`src/rtl/pipeline_hazard_ctrl_if.sv`:
```
// Hazard-control bundle between the pipeline datapath and the hazard sequencer.
// The master side is the datapath: it reports cache/hazard status and consumes
// latch enables/flushes. The slave side is the sequencer that answers it.
interface pipeline_hazard_ctrl_if #(
  parameter int CNT_W = 32
);

  // status reported by the datapath
  logic             ihit;
  logic             dhit;
  logic             mem_dREN;
  logic             mem_dWEN;
  logic             mem_redirect;
  logic             mem_halt;
  logic             ex_dREN;
  logic [4:0]       ex_rt;
  logic [4:0]       id_rs;
  logic [4:0]       id_rt;

  // control returned by the sequencer
  logic             pc_en;
  logic             ifid_en;
  logic             ifid_flush;
  logic             idex_en;
  logic             idex_flush;
  logic             exmem_en;
  logic             exmem_flush;
  logic             memwb_en;
  logic             memwb_flush;
  logic             halt;
  logic             dwait_timeout;
  logic [CNT_W-1:0] stall_cnt;
  logic [CNT_W-1:0] flush_cnt;

  modport master (
    output ihit, dhit, mem_dREN, mem_dWEN, mem_redirect, mem_halt,
           ex_dREN, ex_rt, id_rs, id_rt,
    input  pc_en, ifid_en, ifid_flush, idex_en, idex_flush,
           exmem_en, exmem_flush, memwb_en, memwb_flush,
           halt, dwait_timeout, stall_cnt, flush_cnt
  );

  modport slave (
    input  ihit, dhit, mem_dREN, mem_dWEN, mem_redirect, mem_halt,
           ex_dREN, ex_rt, id_rs, id_rt,
    output pc_en, ifid_en, ifid_flush, idex_en, idex_flush,
           exmem_en, exmem_flush, memwb_en, memwb_flush,
           halt, dwait_timeout, stall_cnt, flush_cnt
  );

endinterface

```
`src/rtl/pipeline_hazard_ctrl.sv`:
```
// Central sequencer for the IF/ID, ID/EX, EX/MEM and MEM/WB pipeline latches.
// Turns cache hits, load-use hazards, MEM-stage redirects and halt into per-latch
// enable/flush plus PC enable, runs the halt drain FSM and keeps saturating
// stall/flush event counters. All outputs are combinational from state + inputs.
module pipeline_hazard_ctrl #(
  parameter int CNT_W     = 32,
  parameter int DWAIT_MAX = 255   // 0 disables the timeout pulse
) (
  input logic                   CLK,
  input logic                   nRST,
  pipeline_hazard_ctrl_if.slave bus
);

  typedef enum logic [1:0] {
    S_RUN    = 2'd0,
    S_DWAIT  = 2'd1,
    S_DRAIN  = 2'd2,
    S_HALTED = 2'd3
  } state_e;

  // The DWAIT counter holds the number of frozen cycles including the current
  // one, so it must reach DWAIT_MAX+1 to stop re-matching after the pulse.
  localparam int            DW_W       = $clog2(DWAIT_MAX + 2);
  localparam logic [DW_W-1:0] DW_MAX   = DW_W'(DWAIT_MAX);
  localparam logic [DW_W-1:0] DW_SAT   = DW_W'(DWAIT_MAX + 1);
  localparam logic [DW_W-1:0] DW_ONE   = DW_W'(1);
  localparam bit            TIMEOUT_EN = (DWAIT_MAX != 0);

  state_e           state_q, state_d;
  logic [DW_W-1:0]  dwait_cnt_q, dwait_cnt_d;
  logic [CNT_W-1:0] stall_cnt_q, stall_cnt_d;
  logic [CNT_W-1:0] flush_cnt_q, flush_cnt_d;

  logic dmem_busy;
  logic load_use;
  logic resolve;
  logic redirect_fire;
  logic stall_any;

  logic pc_en;
  logic ifid_en, ifid_flush;
  logic idex_en, idex_flush;
  logic exmem_en, exmem_flush;
  logic memwb_en, memwb_flush;
  logic halt;
  logic dwait_timeout;

  // Hazard detectors: outstanding dcache access and load-use on a non-zero rt.
  always_comb begin
    dmem_busy = (bus.mem_dREN | bus.mem_dWEN) & ~bus.dhit;
    load_use  = bus.ex_dREN & (bus.ex_rt != 5'd0) &
                ((bus.ex_rt == bus.id_rs) | (bus.ex_rt == bus.id_rt));
  end

  // Next-state and latch control: frozen default, then state and priority rules.
  always_comb begin
    state_d       = state_q;
    dwait_cnt_d   = dwait_cnt_q;
    resolve       = 1'b0;
    redirect_fire = 1'b0;
    pc_en         = 1'b0;
    ifid_en       = 1'b0;
    ifid_flush    = 1'b0;
    idex_en       = 1'b0;
    idex_flush    = 1'b0;
    exmem_en      = 1'b0;
    exmem_flush   = 1'b0;
    memwb_en      = 1'b0;
    memwb_flush   = 1'b0;
    halt          = 1'b0;
    dwait_timeout = 1'b0;

    unique case (state_q)
      S_RUN: begin
        if (dmem_busy) begin
          // This cycle is the first frozen one, so the count starts at 1.
          state_d     = S_DWAIT;
          dwait_cnt_d = DW_ONE;
        end else begin
          resolve = 1'b1;
        end
      end
      S_DWAIT: begin
        dwait_timeout = TIMEOUT_EN && (dwait_cnt_q == DW_MAX);
        if (!bus.dhit) begin
          if (dwait_cnt_q != DW_SAT) begin
            dwait_cnt_d = dwait_cnt_q + DW_ONE;
          end
        end else begin
          // Data arrives this cycle: release the freeze and let the
          // remaining rules decide how the latches move on this edge.
          dwait_cnt_d = '0;
          state_d     = S_RUN;
          resolve     = 1'b1;
        end
      end
      S_DRAIN: begin
        // MEM/WB keeps the halt instruction; everything else frozen.
        state_d = S_HALTED;
      end
      S_HALTED: begin
        halt = 1'b1;
      end
      default: begin
        state_d = S_RUN;
      end
    endcase

    if (resolve) begin
      if (bus.mem_halt) begin
        // Retire the halt into MEM/WB and squash everything behind it.
        memwb_en    = 1'b1;
        ifid_flush  = 1'b1;
        idex_flush  = 1'b1;
        exmem_flush = 1'b1;
        state_d     = S_DRAIN;
      end else if (bus.mem_redirect) begin
        // Load the target; younger instructions are wrong-path, so a
        // pending load-use bubble or fetch miss no longer matters.
        pc_en         = 1'b1;
        ifid_en       = 1'b1;
        ifid_flush    = 1'b1;
        idex_en       = 1'b1;
        idex_flush    = 1'b1;
        exmem_en      = 1'b1;
        exmem_flush   = 1'b1;
        memwb_en      = 1'b1;
        redirect_fire = 1'b1;
      end else if (load_use) begin
        // Hold PC and IF/ID, insert a bubble into ID/EX.
        idex_en    = 1'b1;
        idex_flush = 1'b1;
        exmem_en   = 1'b1;
        memwb_en   = 1'b1;
      end else if (!bus.ihit) begin
        // Hold PC to retry the fetch; IF/ID takes a bubble meanwhile.
        ifid_en    = 1'b1;
        ifid_flush = 1'b1;
        idex_en    = 1'b1;
        exmem_en   = 1'b1;
        memwb_en   = 1'b1;
      end else begin
        pc_en    = 1'b1;
        ifid_en  = 1'b1;
        idex_en  = 1'b1;
        exmem_en = 1'b1;
        memwb_en = 1'b1;
      end
    end
  end

  // Saturating event counters; HALTED cycles are not stalls.
  always_comb begin
    stall_any   = ~(pc_en & ifid_en & idex_en & exmem_en & memwb_en);
    stall_cnt_d = stall_cnt_q;
    flush_cnt_d = flush_cnt_q;
    if (stall_any && (state_q != S_HALTED) && (stall_cnt_q != '1)) begin
      stall_cnt_d = stall_cnt_q + 1'b1;
    end
    if (redirect_fire && (flush_cnt_q != '1)) begin
      flush_cnt_d = flush_cnt_q + 1'b1;
    end
  end

  // State and counter registers with synchronous active-low reset.
  always_ff @(posedge CLK) begin
    if (!nRST) begin
      state_q     <= S_RUN;
      dwait_cnt_q <= '0;
      stall_cnt_q <= '0;
      flush_cnt_q <= '0;
    end else begin
      state_q     <= state_d;
      dwait_cnt_q <= dwait_cnt_d;
      stall_cnt_q <= stall_cnt_d;
      flush_cnt_q <= flush_cnt_d;
    end
  end

  // While reset is held every latch loads bubbles and the PC stays put,
  // independent of the registered state.
  assign bus.pc_en         = nRST & pc_en;
  assign bus.ifid_en       = nRST & ifid_en;
  assign bus.idex_en       = nRST & idex_en;
  assign bus.exmem_en      = nRST & exmem_en;
  assign bus.memwb_en      = nRST & memwb_en;
  assign bus.ifid_flush    = ~nRST | ifid_flush;
  assign bus.idex_flush    = ~nRST | idex_flush;
  assign bus.exmem_flush   = ~nRST | exmem_flush;
  assign bus.memwb_flush   = ~nRST | memwb_flush;
  assign bus.halt          = nRST & halt;
  assign bus.dwait_timeout = nRST & dwait_timeout;
  assign bus.stall_cnt     = stall_cnt_q;
  assign bus.flush_cnt     = flush_cnt_q;

endmodule
```
`src/flat_wrapper.sv`:
```
// flat-port wrapper written by rule: the top's interface ports become plain ports
module pipeline_hazard_ctrl_flat 
#(
  parameter int CNT_W     = 32,
  parameter int DWAIT_MAX = 255                                  
)
  (CLK, nRST, bus_ihit, bus_dhit, bus_mem_dREN, bus_mem_dWEN, bus_mem_redirect, bus_mem_halt, bus_ex_dREN, bus_ex_rt, bus_id_rs, bus_id_rt, bus_pc_en, bus_ifid_en, bus_ifid_flush, bus_idex_en, bus_idex_flush, bus_exmem_en, bus_exmem_flush, bus_memwb_en, bus_memwb_flush, bus_halt, bus_dwait_timeout, bus_stall_cnt, bus_flush_cnt);
  pipeline_hazard_ctrl_if #(.CNT_W(CNT_W)) bus_i ();
  input logic CLK;
  input logic nRST;
  input wire logic [$bits(bus_i.ihit)-1:0] bus_ihit;
  input wire logic [$bits(bus_i.dhit)-1:0] bus_dhit;
  input wire logic [$bits(bus_i.mem_dREN)-1:0] bus_mem_dREN;
  input wire logic [$bits(bus_i.mem_dWEN)-1:0] bus_mem_dWEN;
  input wire logic [$bits(bus_i.mem_redirect)-1:0] bus_mem_redirect;
  input wire logic [$bits(bus_i.mem_halt)-1:0] bus_mem_halt;
  input wire logic [$bits(bus_i.ex_dREN)-1:0] bus_ex_dREN;
  input wire logic [$bits(bus_i.ex_rt)-1:0] bus_ex_rt;
  input wire logic [$bits(bus_i.id_rs)-1:0] bus_id_rs;
  input wire logic [$bits(bus_i.id_rt)-1:0] bus_id_rt;
  output wire logic [$bits(bus_i.pc_en)-1:0] bus_pc_en;
  output wire logic [$bits(bus_i.ifid_en)-1:0] bus_ifid_en;
  output wire logic [$bits(bus_i.ifid_flush)-1:0] bus_ifid_flush;
  output wire logic [$bits(bus_i.idex_en)-1:0] bus_idex_en;
  output wire logic [$bits(bus_i.idex_flush)-1:0] bus_idex_flush;
  output wire logic [$bits(bus_i.exmem_en)-1:0] bus_exmem_en;
  output wire logic [$bits(bus_i.exmem_flush)-1:0] bus_exmem_flush;
  output wire logic [$bits(bus_i.memwb_en)-1:0] bus_memwb_en;
  output wire logic [$bits(bus_i.memwb_flush)-1:0] bus_memwb_flush;
  output wire logic [$bits(bus_i.halt)-1:0] bus_halt;
  output wire logic [$bits(bus_i.dwait_timeout)-1:0] bus_dwait_timeout;
  output wire logic [$bits(bus_i.stall_cnt)-1:0] bus_stall_cnt;
  output wire logic [$bits(bus_i.flush_cnt)-1:0] bus_flush_cnt;
  assign bus_i.ihit = bus_ihit;
  assign bus_i.dhit = bus_dhit;
  assign bus_i.mem_dREN = bus_mem_dREN;
  assign bus_i.mem_dWEN = bus_mem_dWEN;
  assign bus_i.mem_redirect = bus_mem_redirect;
  assign bus_i.mem_halt = bus_mem_halt;
  assign bus_i.ex_dREN = bus_ex_dREN;
  assign bus_i.ex_rt = bus_ex_rt;
  assign bus_i.id_rs = bus_id_rs;
  assign bus_i.id_rt = bus_id_rt;
  assign bus_pc_en = bus_i.pc_en;
  assign bus_ifid_en = bus_i.ifid_en;
  assign bus_ifid_flush = bus_i.ifid_flush;
  assign bus_idex_en = bus_i.idex_en;
  assign bus_idex_flush = bus_i.idex_flush;
  assign bus_exmem_en = bus_i.exmem_en;
  assign bus_exmem_flush = bus_i.exmem_flush;
  assign bus_memwb_en = bus_i.memwb_en;
  assign bus_memwb_flush = bus_i.memwb_flush;
  assign bus_halt = bus_i.halt;
  assign bus_dwait_timeout = bus_i.dwait_timeout;
  assign bus_stall_cnt = bus_i.stall_cnt;
  assign bus_flush_cnt = bus_i.flush_cnt;
  pipeline_hazard_ctrl #(.CNT_W(CNT_W), .DWAIT_MAX(DWAIT_MAX)) u_core (.CLK(CLK), .nRST(nRST), .bus(bus_i));
endmodule
```
`config.mk`:
```
export PLATFORM = sky130hd
export DESIGN_NAME = pipeline_hazard_ctrl_flat
export DESIGN_NICKNAME = d
export VERILOG_FILES = /design/src/rtl/pipeline_hazard_ctrl_if.sv /design/src/rtl/pipeline_hazard_ctrl.sv /design/src/flat_wrapper.sv
export SDC_FILE = /design/constraint.sdc
export NUM_CORES = 1
export LEC_CHECK = 0
export BUFFER_PORTS_ARGS = -buffer_cell sky130_fd_sc_hd__buf_2
export CORE_MARGIN = 5
export CORE_UTILIZATION = 32
export DETAILED_ROUTE_END_ITERATION = 10
export GPL_TIMING_DRIVEN = 0
export PLACE_DENSITY_LB_ADDON = 0.3
export SETUP_SLACK_MARGIN = 0.02
export SYNTH_ARGS = -nofsm -noshare
export SYNTH_HDL_FRONTEND = slang
export SYNTH_SLANG_ARGS = --single-unit
```
`constraint.sdc`:
```
create_clock -name CLK -period 5.5 [get_ports CLK]
set_input_delay 0 -clock CLK [delete_from_list [all_inputs] [get_ports CLK]]
set_output_delay 0 -clock CLK [all_outputs]
set_load 0.01 [all_outputs]
```
==> impl_results.md, run 1 <==
- Status: complete, no violations
- WP data required: 5.76 ns
- IO Pins: 99
- Worst min path class: input pin to register
- CORE AREA: 12500 sq um
- CTS resizes: 0
- Peak per-stage delay on the critical path: 0.84 ns
- Die area: 14900 sq um
- Clock sink count: 75
- Main synth FF type: dfxtp_1
- Vias per cell: 5.16
- Setup ws final: 2.76 ns
- Largest net degree at the start of global routing: 12
- Routed WL per cell: 14.4 microns
- Worst skew pair latency: 0.33 ns
- Post-Syn Nets: 527
- FF+latch count, synth: 75
- PortBufs: 98
- Detailed Routing Iterations Pass 1: 4
- Reg clk slew, reported paths: 0.06 ns
- Syn Area/Cell: 8.08 sq um
- Async set-or-reset flop fraction in the synthesized netlist: 0%
- Slew @ Worst Pin: 0.920 ns
- First DRT Iteration DRCs: 232
- GRT Overall Usage: 15.2%
- CTS Buffer Depth: 2
- Clock skew: 0.00693 ns
- RePlAce Congestion: 0.826
- Share of layout cells above drive strength 1: 20.6%
- Final min period: 2.74 ns
- Syn Std Cell Area: 4020 sq um
- Setup TNS: 0 ns
- CTS Buf Count: 9
- First-pass GRT wire length: 18300 microns
- Vias: 4053
- CP Cell Sequence: nand4_1 -> nor4_1 -> and3_1 -> buf_2 -> buf_2 -> o31ai_1 -> a21oi_1
- Number of global-route vias before repair: 3760
- Post-synthesis sequential area ratio: 37.3%
- Fmax: 365 MHz
- H-Tree Depth: 3
- Setup crit start kind: register
- Total grt overflow: 0
- Number of hold buffers added after CTS: 1
- Root buffer selected by CTS: clkbuf_16
- Initial Util: 32.3%
- # diodes: 0
- Syn Inst Count: 498
- # rows: 41
- Final slew viol count: 0
- Setup Fix Bufs, Post-CTS: 0
- Yosys warns: 0
- Setup slack after placement: 2.82 ns
- CTS tree: yes
- Critical Path Slowest Stage Cell: nor4_1
- RSZ-0062 raised after global routing: no
- Post-DP HPWL: 8490 microns
- Final net count: 637
- Max_cap viols: 0
- Crit-path max FO: 10
- Setup crit end kind: register
- Crit-path most repeated cell: buf_2
- Die Height: 122 microns
- Slew headroom: 38.1%
- Die Width: 122 microns
- Synth cell types: 40
- Leakage power total: 1.94 nW
- Kind of critical path: register to register
- Final setup violation count: 0
- Critical Path AT: 3.00 ns
- Post-synth EDFFs: 0
- Final wirelength: 11300 microns
- Post-route ant nets: 0
- Pwr dens: 245 nW/um^2
- Hold Vio Cnt, Final: 0
- Post-route clock period utilization: 49.9%
- Antenna violations before repair: 0
- Post-route DRC: 0
- Syn-to-layout area delta: 25.0%
- VDD IR-drop max: 0.151 mV
layout by cell type, fill, tap and decap left out, types with 2 or more instances in the layout:
cell type	n
buf_2	105
dfxtp_1	75
nor2_1	42
a21oi_1	37
nand2_1	36
nand3_1	26
clkbuf_1	23
or4_1	23
o31ai_1	23
xnor2_1	22
nor3_1	20
and3_1	17
o21ai_0	16
or3_1	16
xor2_1	15
inv_1	13
nand4_1	13
nor4_1	12
nand2b_1	11
and4_1	9
clkbuf_16	9
mux2i_1	8
nor3b_1	5
ha_1	5
o211ai_1	4
and2_1	3
and4_4	3
o21bai_1	2
o21ai_1	2
or2_2	2
nor2b_1	2
cells in the mapped netlist, types with 9 or more instances:
cell type | number | area [sq um]
nor3_1 | 20 | 100
nand2b_1 | 11 | 68.8
nor4_1 | 12 | 75.1
and4_1 | 9 | 78.8
dfxtp_1 | 75 | 1500
or3_1 | 16 | 100
or4_1 | 23 | 173
nand2_1 | 36 | 135
nand4_1 | 13 | 81.3
o21ai_0 | 16 | 80.1
xnor2_1 | 22 | 193
clkbuf_1 | 19 | 71.3
nand3_1 | 26 | 130
xor2_1 | 15 | 131
a21oi_1 | 37 | 185
and3_1 | 17 | 106
o31ai_1 | 23 | 173
nor2_1 | 42 | 158
inv_1 | 13 | 48.8
cell type report:
type,instances,area (sq um)
multi-input combinational,381,2340
tap,172,215
clock inverter,2,35.0
clock buffer,14,254
inverter,13,48.8
buffer,29,130
fill,1298,7440
timing repair buffer,99,500
sequential,75,1500
metal layers:
metal / vias to the layer above / track usage (%) / share of wire (%)
met2: 115 / 23.8 / 45
met3: 12 / 4.87 / 6.5
li1: 2051 / - / -
met5: - / 0 / 0
met1: 1875 / 19.9 / 47
met4: 0 / 5.18 / 1.5
final timing paths:
| path | slack [ns] | to | startpoint | cells after the start |
|---|---|---|---|---|
| worst max register to register | 2.76 | u_core.bus.stall_cnt[19] | u_core.bus.stall_cnt[4] | 7 |
| worst min register to register | 0.50 | u_core.bus.stall_cnt[23] | u_core.bus.stall_cnt[23] | 2 |
| worst max-delay path | 2.76 | u_core.bus.stall_cnt[19] | u_core.bus.stall_cnt[4] | 7 |
| worst min-delay path | 0.04 | u_core.bus.stall_cnt[18] | nRST | 4 |
power by group:
| group | switching (mW) | total, mW | internal, mW |
|---|---|---|---|
| combinational | 0.0648 | 0.0992 | 0.0344 |
| clock | 0.215 | 0.579 | 0.364 |
| sequential | 0.00630 | 0.555 | 0.549 |
logic make-up after synthesis:
family | count (synthesis) | synth area share (%)
fa+ha+maj | 5 | 1.56
compound gates | 89 | 13.3
flops | 75 | 37.3
mux | 8 | 1.99
xor+xnor | 37 | 8.06
buf+inv | 42 | 4.45
simple gates | 242 | 33.3
stage by stage:
stage,hold slack [ns],util [%],cell area (sq um),power [mW],cells
2_1_floorplan,0.115,-,4020,0.624,498
3_3_place_gp,0.294,37.9,4730,0.665,768
3_5_place_dp,0.298,37.9,4730,0.667,768
4_1_cts,0.0284,40.3,5030,1.25,785
5_1_grt,0.0553,40.3,5030,1.29,785
6_report,0.0356,40.3,5030,1.23,785
worst max-delay path, delay by kind of cell, from the launching register on:
family	cells	cell delay, ns
compound gates	2	0.23
simple gates	3	1.46
flops	1	0.42
buf+inv	2	0.56
sequential cells by signal, indices dropped and copies added, names as in the netlist:
register / cells
u_core.dwait_cnt_q: 9
u_core.state_q: 2
u_core.bus.stall_cnt: 32
u_core.bus.flush_cnt: 32
Power figures use the tool's default switching activity.
==> run 2, diff against run 1 <==
- clock period: 5.5 -> 2.4 ns (I/O delays scaled with it)
==> run 2 against run 1 <==
Compared with the run above: via count grew 0.91%; register-to-register slack lost 2.7 ns; routed wire length grew 1.6%; global-route usage grew 0.078 points; hold slack lost 0.0041 ns; flip-flop and latch count is the same; final cell count grew 0.76%; setup slack lost 2.7 ns; critical endpoint is now u_core.bus.flush_cnt[31]; largest power group unchanged.
==> impl_results.md, run 2 (synthesis results as in run 1) <==
- Routed WL per cell: 14.6 microns
- Final Non-Filler Cells: 791
- IO Pins: 99
- Placed Cells: 768
- RePlAce Congestion: 0.826
- Setup crit start kind: register
- WP data required: 2.67 ns
- R2r worst-path depth: 8
- Root buffer selected by CTS: clkbuf_16
- Die Width: 122 microns
- Reg clk slew, reported paths: 0.06 ns
- Hold Vio Cnt, Final: 0
- Status: complete, no violations
- Critical Path AT: 2.58 ns
- First-pass GRT wire length: 18500 microns
- Post-DP HPWL: 8490 microns
- Leakage power total: 2.02 nW
- Placed cell areas: 4730 sq um
- Clock skew: 0.00893 ns
- Setup TNS: 0 ns
- Post-route DRC: 0
- Cell depth of the worst hold path: 4
- PortBufs: 98
- Commonest non-fill, non-tap cell in the layout: buf_2
- Pwr Total: 2.84 mW
- Total grt overflow: 0
- R2r startpoint: u_core.bus.flush_cnt[0]
- Final slew viol count: 0
- Vias per cell: 5.17
- Antenna violations before repair: 0
- Number of global-route vias before repair: 3796
- Post-route ant nets: 0
- Final core occ: 41.4%
- Die area: 14900 sq um
- Pwr dens: 550 nW/um^2
- Hold_sp: nRST
- Share of layout cells above drive strength 1: 24.6%
- Crit-path max FO: 8
- Worst min path class: input pin to register
- R2r setup slk: 0.09 ns
- Worst skew pair latency: 0.34 ns
- First DRT Iteration DRCs: 245
- Final setup violation count: 0
- Worst setup startpoint: u_core.bus.flush_cnt[0]
- Setup crit end kind: register
- # diodes: 0
- Setup slack after placement: -0.283 ns
- CTS Buffer Depth: 2
- Kind of critical path: register to register
- Reg2reg end: u_core.bus.flush_cnt[31]
- GRT Overall Usage: 15.3%
- Syn-to-layout area delta: 28.4%
- Slew headroom: 53.5%
- Max_cap viols: 0
- VDD IR-drop max: 0.358 mV
- Vias: 4090
- Setup ws final: 0.0859 ns
- # rows: 41
- Detailed Routing Iterations Pass 1: 4
- CTS Buf Count: 9
- Largest net degree at the start of global routing: 12
- Final min period: 2.31 ns
- H-Tree Depth: 3
- Post-route clock period utilization: 96.4%
- RSZ-0062 raised after global routing: no
- Hold EP: u_core.bus.stall_cnt[18]
- Slew @ Worst Pin: 0.694 ns
- Final hold slack: 0.0314 ns
- Fin area: 5160 sq um
- Initial Util: 32.3%
- Clock sink count: 75
- CTS tree: yes
- Final net count: 643
- CORE AREA: 12500 sq um
- Die Height: 122 microns
- Fmax: 432 MHz
- Commonest cells after routing, fill and taps aside: 102 x buf_2, 72 x dfxtp_1, 42 x nor2_1
- Final wirelength: 11500 microns
==> run 2: changes by cell type in the layout (fill, tap and decap cells not counted), sizes merged <==
cell / change
clkbuf: -1
buf: +7
==> run 2: critical path: stages (launching register included) <==
cell     delay (ns)
dfxtp_4        0.35
ha_4           0.16
and2_4         0.15
and4_4         0.18
and4b_1        0.19
buf_6          0.13
or4_4          0.59
or3_4          0.39
a21oi_2        0.11
==> run 2: worst max-delay path by stage <==
stage | to | cells after the start
global route | u_core.bus.flush_cnt[31] | 8
finish | u_core.bus.flush_cnt[31] | 8
CTS | u_core.bus.flush_cnt[27] | 9
floorplan | u_core.bus.flush_cnt[29] | 9
global placement | u_core.bus.stall_cnt[19] | 7
detailed placement | u_core.bus.stall_cnt[2] | 7
==> run 2: what timing repair did <==
action	in CTS	in global routing
endpoints found under the setup margin	34	47
setup buffers	4	5
resized for setup	11	19
hold endpoints to repair	1	0
pin swaps	3	6
hold buffers	1	0
==> run 2: area by class of cell <==
class / instances / area, sq um
timing repair buffer: 108 / 568
buffer: 26 / 131
clock buffer: 14 / 254
inverter: 13 / 48.8
multi-input combinational: 381 / 2400
fill: 1287 / 7300
sequential: 75 / 1510
tap: 172 / 215
clock inverter: 2 / 35.0
==> run 2: layer usage <==
metal,vias up,GRT usage (%),wire [microns]
li1,2063,-,-
met1,1906,20.1,5440
met2,107,23.9,5140
met3,14,4.78,774
met4,0,5.25,170
met5,-,0,0
==> run 2: power breakdown <==
group,switching (mW),total (mW),internal [mW]
clock network,0.498,1.33,0.833
registers,0.0146,1.27,1.26
logic,0.151,0.238,0.0868
total,0.663,2.84,2.18
